`src/rtl/demux_stream_pkg.sv`:
```
// Shared defaults and helpers for the 1-to-N stream demultiplexer.
package demux_stream_pkg;

  localparam int DEF_WIDTH = 8;
  localparam int DEF_N     = 4;
  localparam int DEF_CNTW  = 8;

  // Upper bounds for the helper functions below. N must not exceed MAX_N
  // and CNTW must not exceed MAX_CNTW.
  localparam int MAX_SELW = 6;
  localparam int MAX_N    = 1 << MAX_SELW;
  localparam int MAX_CNTW = 32;

  // One-hot code for a channel index. Callers truncate the result to N bits.
  function automatic logic [MAX_N-1:0] onehot_sel(input logic [MAX_SELW-1:0] sel);
    logic [MAX_N-1:0] one;
    one = {{(MAX_N-1){1'b0}}, 1'b1};
    return one << sel;
  endfunction

  // Increment that sticks at cnt_max instead of wrapping.
  function automatic logic [MAX_CNTW-1:0] sat_inc(input logic [MAX_CNTW-1:0] cnt,
                                                  input logic [MAX_CNTW-1:0] cnt_max);
    if (cnt >= cnt_max) begin
      return cnt_max;
    end
    return cnt + 1'b1;
  endfunction

endpackage

```
`src/rtl/demux_onehot_dec.sv`:
```
// Target-mask decoder: selected channel (unicast) or every enabled channel
// (broadcast), always qualified by the channel enable mask.
module demux_onehot_dec
  import demux_stream_pkg::*;
#(
  parameter  int N    = DEF_N,
  localparam int SELW = $clog2(N)
) (
  input  logic [SELW-1:0] in_sel,
  input  logic            in_bcast,
  input  logic [N-1:0]    chan_en,
  output logic [N-1:0]    mask
);

  logic [N-1:0] sel_oh;

  assign sel_oh = N'(onehot_sel(MAX_SELW'(in_sel)));

  // Per-channel target bit: enabled and either broadcast or selected.
  for (genvar gi = 0; gi < N; gi++) begin : g_mask
    assign mask[gi] = chan_en[gi] & (in_bcast | sel_oh[gi]);
  end

endmodule

```
`src/rtl/demux_stream_n.sv`:
```
// 1-to-N valid/ready stream demultiplexer with a one-entry hold register.
// A beat is held until every channel in its target mask has taken it;
// beats whose target mask is empty are counted as drops.
module demux_stream_n
  import demux_stream_pkg::*;
#(
  parameter  int WIDTH = DEF_WIDTH,
  parameter  int N     = DEF_N,
  parameter  int CNTW  = DEF_CNTW,
  localparam int SELW  = $clog2(N)
) (
  input  logic             clk,
  input  logic             rst,
  input  logic             in_valid,
  output logic             in_ready,
  input  logic [WIDTH-1:0] in_data,
  input  logic [SELW-1:0]  in_sel,
  input  logic             in_bcast,
  input  logic [N-1:0]     chan_en,
  output logic [N-1:0]     out_valid,
  input  logic [N-1:0]     out_ready,
  output logic [N*WIDTH-1:0] out_data,
  output logic [CNTW-1:0]  drop_cnt
);

  localparam logic [MAX_CNTW-1:0] CNT_MAX = MAX_CNTW'({CNTW{1'b1}});

  logic [WIDTH-1:0] hold_data_reg, hold_data_next;
  logic [N-1:0]     pend_reg, pend_next;
  logic [CNTW-1:0]  drop_cnt_reg, drop_cnt_next;

  logic [N-1:0] new_mask;
  logic [N-1:0] pend_left;
  logic         accept;

  demux_onehot_dec #(.N(N)) u_dec (
    .in_sel   (in_sel),
    .in_bcast (in_bcast),
    .chan_en  (chan_en),
    .mask     (new_mask)
  );

  // Channels still owed the held beat after this cycle's transfers.
  assign pend_left = pend_reg & ~out_ready;
  // Room for a new beat once nothing would remain pending after this cycle.
  assign in_ready  = !rst && (pend_left == '0);
  assign accept    = in_valid && in_ready;

  // Next-state: retire completed channels, or load a freshly accepted beat.
  always_comb begin
    pend_next      = pend_left;
    hold_data_next = hold_data_reg;
    drop_cnt_next  = drop_cnt_reg;
    if (accept) begin
      pend_next      = new_mask;
      hold_data_next = in_data;
      if (new_mask == '0) begin
        drop_cnt_next = CNTW'(sat_inc(MAX_CNTW'(drop_cnt_reg), CNT_MAX));
      end
    end
  end

  // State registers with synchronous reset.
  always_ff @(posedge clk) begin
    if (rst) begin
      pend_reg      <= '0;
      hold_data_reg <= '0;
      drop_cnt_reg  <= '0;
    end else begin
      pend_reg      <= pend_next;
      hold_data_reg <= hold_data_next;
      drop_cnt_reg  <= drop_cnt_next;
    end
  end

  assign out_valid = pend_reg;
  assign drop_cnt  = drop_cnt_reg;

  // Every channel presents the same held word; valid says who should take it.
  for (genvar gi = 0; gi < N; gi++) begin : g_out
    assign out_data[gi*WIDTH +: WIDTH] = hold_data_reg;
  end

endmodule

```
`config.mk`:
```
export PLATFORM = sky130hd
export DESIGN_NAME = demux_stream_n
export DESIGN_NICKNAME = d
export VERILOG_FILES = /design/src/rtl/demux_stream_pkg.sv /design/src/rtl/demux_onehot_dec.sv /design/src/rtl/demux_stream_n.sv
export SDC_FILE = /design/constraint.sdc
export NUM_CORES = 1
export LEC_CHECK = 0
export CORE_ASPECT_RATIO = 1.2
export CORE_MARGIN = 2
export CORE_UTILIZATION = 25
export DETAILED_ROUTE_END_ITERATION = 10
export PLACE_DENSITY_LB_ADDON = 0.12
export SLEW_MARGIN = 20
export SYNTH_ARGS = -nofsm -noshare
export SYNTH_HDL_FRONTEND = slang
export SYNTH_HIERARCHICAL = 1
export SYNTH_SLANG_ARGS = --single-unit
```
`constraint.sdc`:
```
create_clock -name clk -period 3 [get_ports clk]
set_input_delay 0.3 -clock clk [delete_from_list [all_inputs] [get_ports clk]]
set_output_delay 0.3 -clock clk [all_outputs]
set_load 0.005 [all_outputs]
```
==> results.ini <==
[clock_tree]
clock-root-buffer=clkbuf_8
clock_latency_ns=0.26
cts_setup_buffers=0
cts_max_path_buffers=2
clk_pin_slew_ns=0.09
cts.sinks=20
h-tree-depth=1
cts_made_buffers=3
hold_buffers=0
cts_resized=0
cts_tree=yes

[floorplan]
core_area_mm2=0.00429
dieWidth_um=65.3
dieArea_mm2=0.00506
initial_core_util=0.262
fp-row-count=26
io_pins=67
die_y_um=77.5

[worst_setup_path]
cp_max_fo=8
crit_arrival_ns=2.50
r2r-start=out_valid[2]
worstRegToRegCells=4
path_cells=clkdlybuf4s50_1 -> nor2b_1 -> o21a_1 -> or4_4 -> nor3b_4 -> a31oi_1 -> a311oi_1
reg2reg_setup_slack_ns=1.33
startpoint_type=primary input
crit_required_ns=3.17
path_depth=7
critical_path_class=primary input to flip-flop
endpoint_kind=flip-flop
slowest_stage=or4_4
r2r_end=drop_cnt[7]
slowest_delay_ns=0.57
crit_family=simple AND/OR/NAND/NOR gates
cp.buffers_inverters=1

[sta]
finClkSkew_ns=0.00937
fin_setup_tns_ns=0
setup_violations=0
slew_headroom=0.499
tightest_slew_ns=0.752
hold_violations=0
rsz0062_at_grt=false
fmax_mhz=429
layout_min_cycle_time_ns=2.33
min_period_over_period=0.777
slew_violations=0
setup_slack_ns=0.668
hold-worst-slack_ns=0.521

[synth]
yosysWarningCount=6
synth-seq-cells=20
synth.avg_cell_area_um2=8.34
synthTopCellsByCount=buf_4 (24), dfxtp_1 (20), a21oi_1 (15), nand3_1 (15), o21ai_0 (9)
synth_edf_count=0
yosys_most_used_dff=dfxtp_1
async_flop_share=0
yosys-top-cells-area=dfxtp_1 (36%), buf_4 (16%), a21oi_1 (6.7%), nand3_1 (6.7%), o21ai_0 (4.0%)
syn_area_mm2=0.00113
synthCells=135
synth.top_cell.area_share=0.356
ys_seq_area_frac=0.356
yosysUniqueCellTypes=26
syn_nets=158
yosys.area.top_type=dfxtp_1
synthMostInstantiatedCell=buf_4

[layout]
synthToLayoutAreaGrowth_pct=55.1
nNetsFinal=202
fillCellCount=449
fin_area_mm2=0.00175
diodes=0
finish.utilization=0.407
drive_gt1_frac=0.0506

[min_path]
holdPathEnd=hold_data_reg[4]
min_path_type=flip-flop to flip-flop
min_delay_path_depth=2
min_from=hold_data_reg[4]

[pwr]
power.leakage_nw=0.581
ir_drop_mv=0.206
power.density_mw_per_mm2=392

[placement]
routabilityCongestion=0.866
dpl_cell_area_mm2=0.00168
port_buffers=66
dp_slack_ns=0.386
place_hpwl_mm=2.25

[detailed_routing]
vias_per_cell=4.88
dr.pass1.iters=4
drtAntennaViolNets=0
wirelength_mm=3.11
wl_per_cell_um=13.3
vias=1143
drc=0
drt-initial-drc-count=46

[outcome]
status=completed

[grt]
track_usage=0.124
antenna_found_initial=0
grt_max_degree=22
grt_overflow=0
grt_pass1_wl_mm=5.12
grt_pass1_vias=1086

[job]
maxCapViolCount=0

==> metrics by stage <==
stage / power, mW / cells
finish: 0.684 / 234
global placement: 0.413 / 230
detailed placement: 0.414 / 230
floorplan: 0.348 / 135
CTS: 0.688 / 234
global route: 0.711 / 234
==> report_power, final <==
group | internal (mW) | leakage, nW | switching (mW)
Clock | 0.178 | 0.0357 | 0.0996
Combinational | 0.0799 | 0.383 | 0.0454
Sequential | 0.273 | 0.162 | 0.00781
==> layer usage <==
metal  wire, um  global-route usage
met5          0                   0
met4         14              0.0292
met3        182              0.0203
met2       1450               0.209
met1       1460               0.163
==> area by class of cell <==
class | instances | area, um^2 | share of cell area
Timing Repair Buffer | 69 | 683 | 0.391
Multi-Input combinational cell | 85 | 522 | 0.299
Sequential cell | 20 | 400 | 0.229
Tap cell | 56 | 70.1 | 0.0401
Clock buffer | 3 | 41.3 | 0.0236
Clock inverter | 1 | 30.0 | 0.0172
==> worst min-delay path, cell delays in order, from the launching register on <==
cell and delay (ns):
dfxtp_1 0.34, o21ai_0 0.08, a21oi_1 0.06
==> cell families (layout without fill, tap and decap cells) <==
group / Yosys count / in the layout / synth area share
flops: 20 / 20 / 0.356
simple gates: 43 / 43 / 0.232
buf+inv: 30 / 73 / 0.181
compound gates: 41 / 41 / 0.220
fa+ha+maj: 1 / 1 / 0.0111
==> layout by cell type (no fill, tap or decap), drive strengths merged <==
cell type / Yosys / final
nand3: 15 / 15
a41oi: 1 / 1
nand2: 1 / 1
and4b: 1 / 1
o21a: 3 / 3
a31oi: 5 / 5
o21ai: 9 / 9
a311oi: 4 / 4
nor2b: 5 / 5
buf: 25 / 3
and2: 3 / 3
nand4: 1 / 1
ha: 1 / 1
nor3: 2 / 2
and3: 2 / 2
clkbuf: 5 / 3
bufinv: 0 / 1
nor3b: 1 / 1
a21oi: 15 / 15
nand2b: 4 / 4
clkdlybuf4s50: 0 / 66
and4: 2 / 2
dfxtp: 20 / 20
nor4: 1 / 1
nor2: 4 / 4
a211oi: 4 / 4
or4: 1 / 1
==> how the worst max path moves through the flow <==
stage,end,from,slack [ns]
after floorplan,drop_cnt[4],in_sel[1],1.13
after global placement,drop_cnt[6],in_sel[1],0.51
after detailed placement,drop_cnt[7],in_sel[1],0.39
after CTS,drop_cnt[7],in_sel[1],0.64
after global routing,drop_cnt[7],in_sel[1],0.55
final,drop_cnt[7],in_sel[1],0.67
Power figures use the tool's default switching activity.
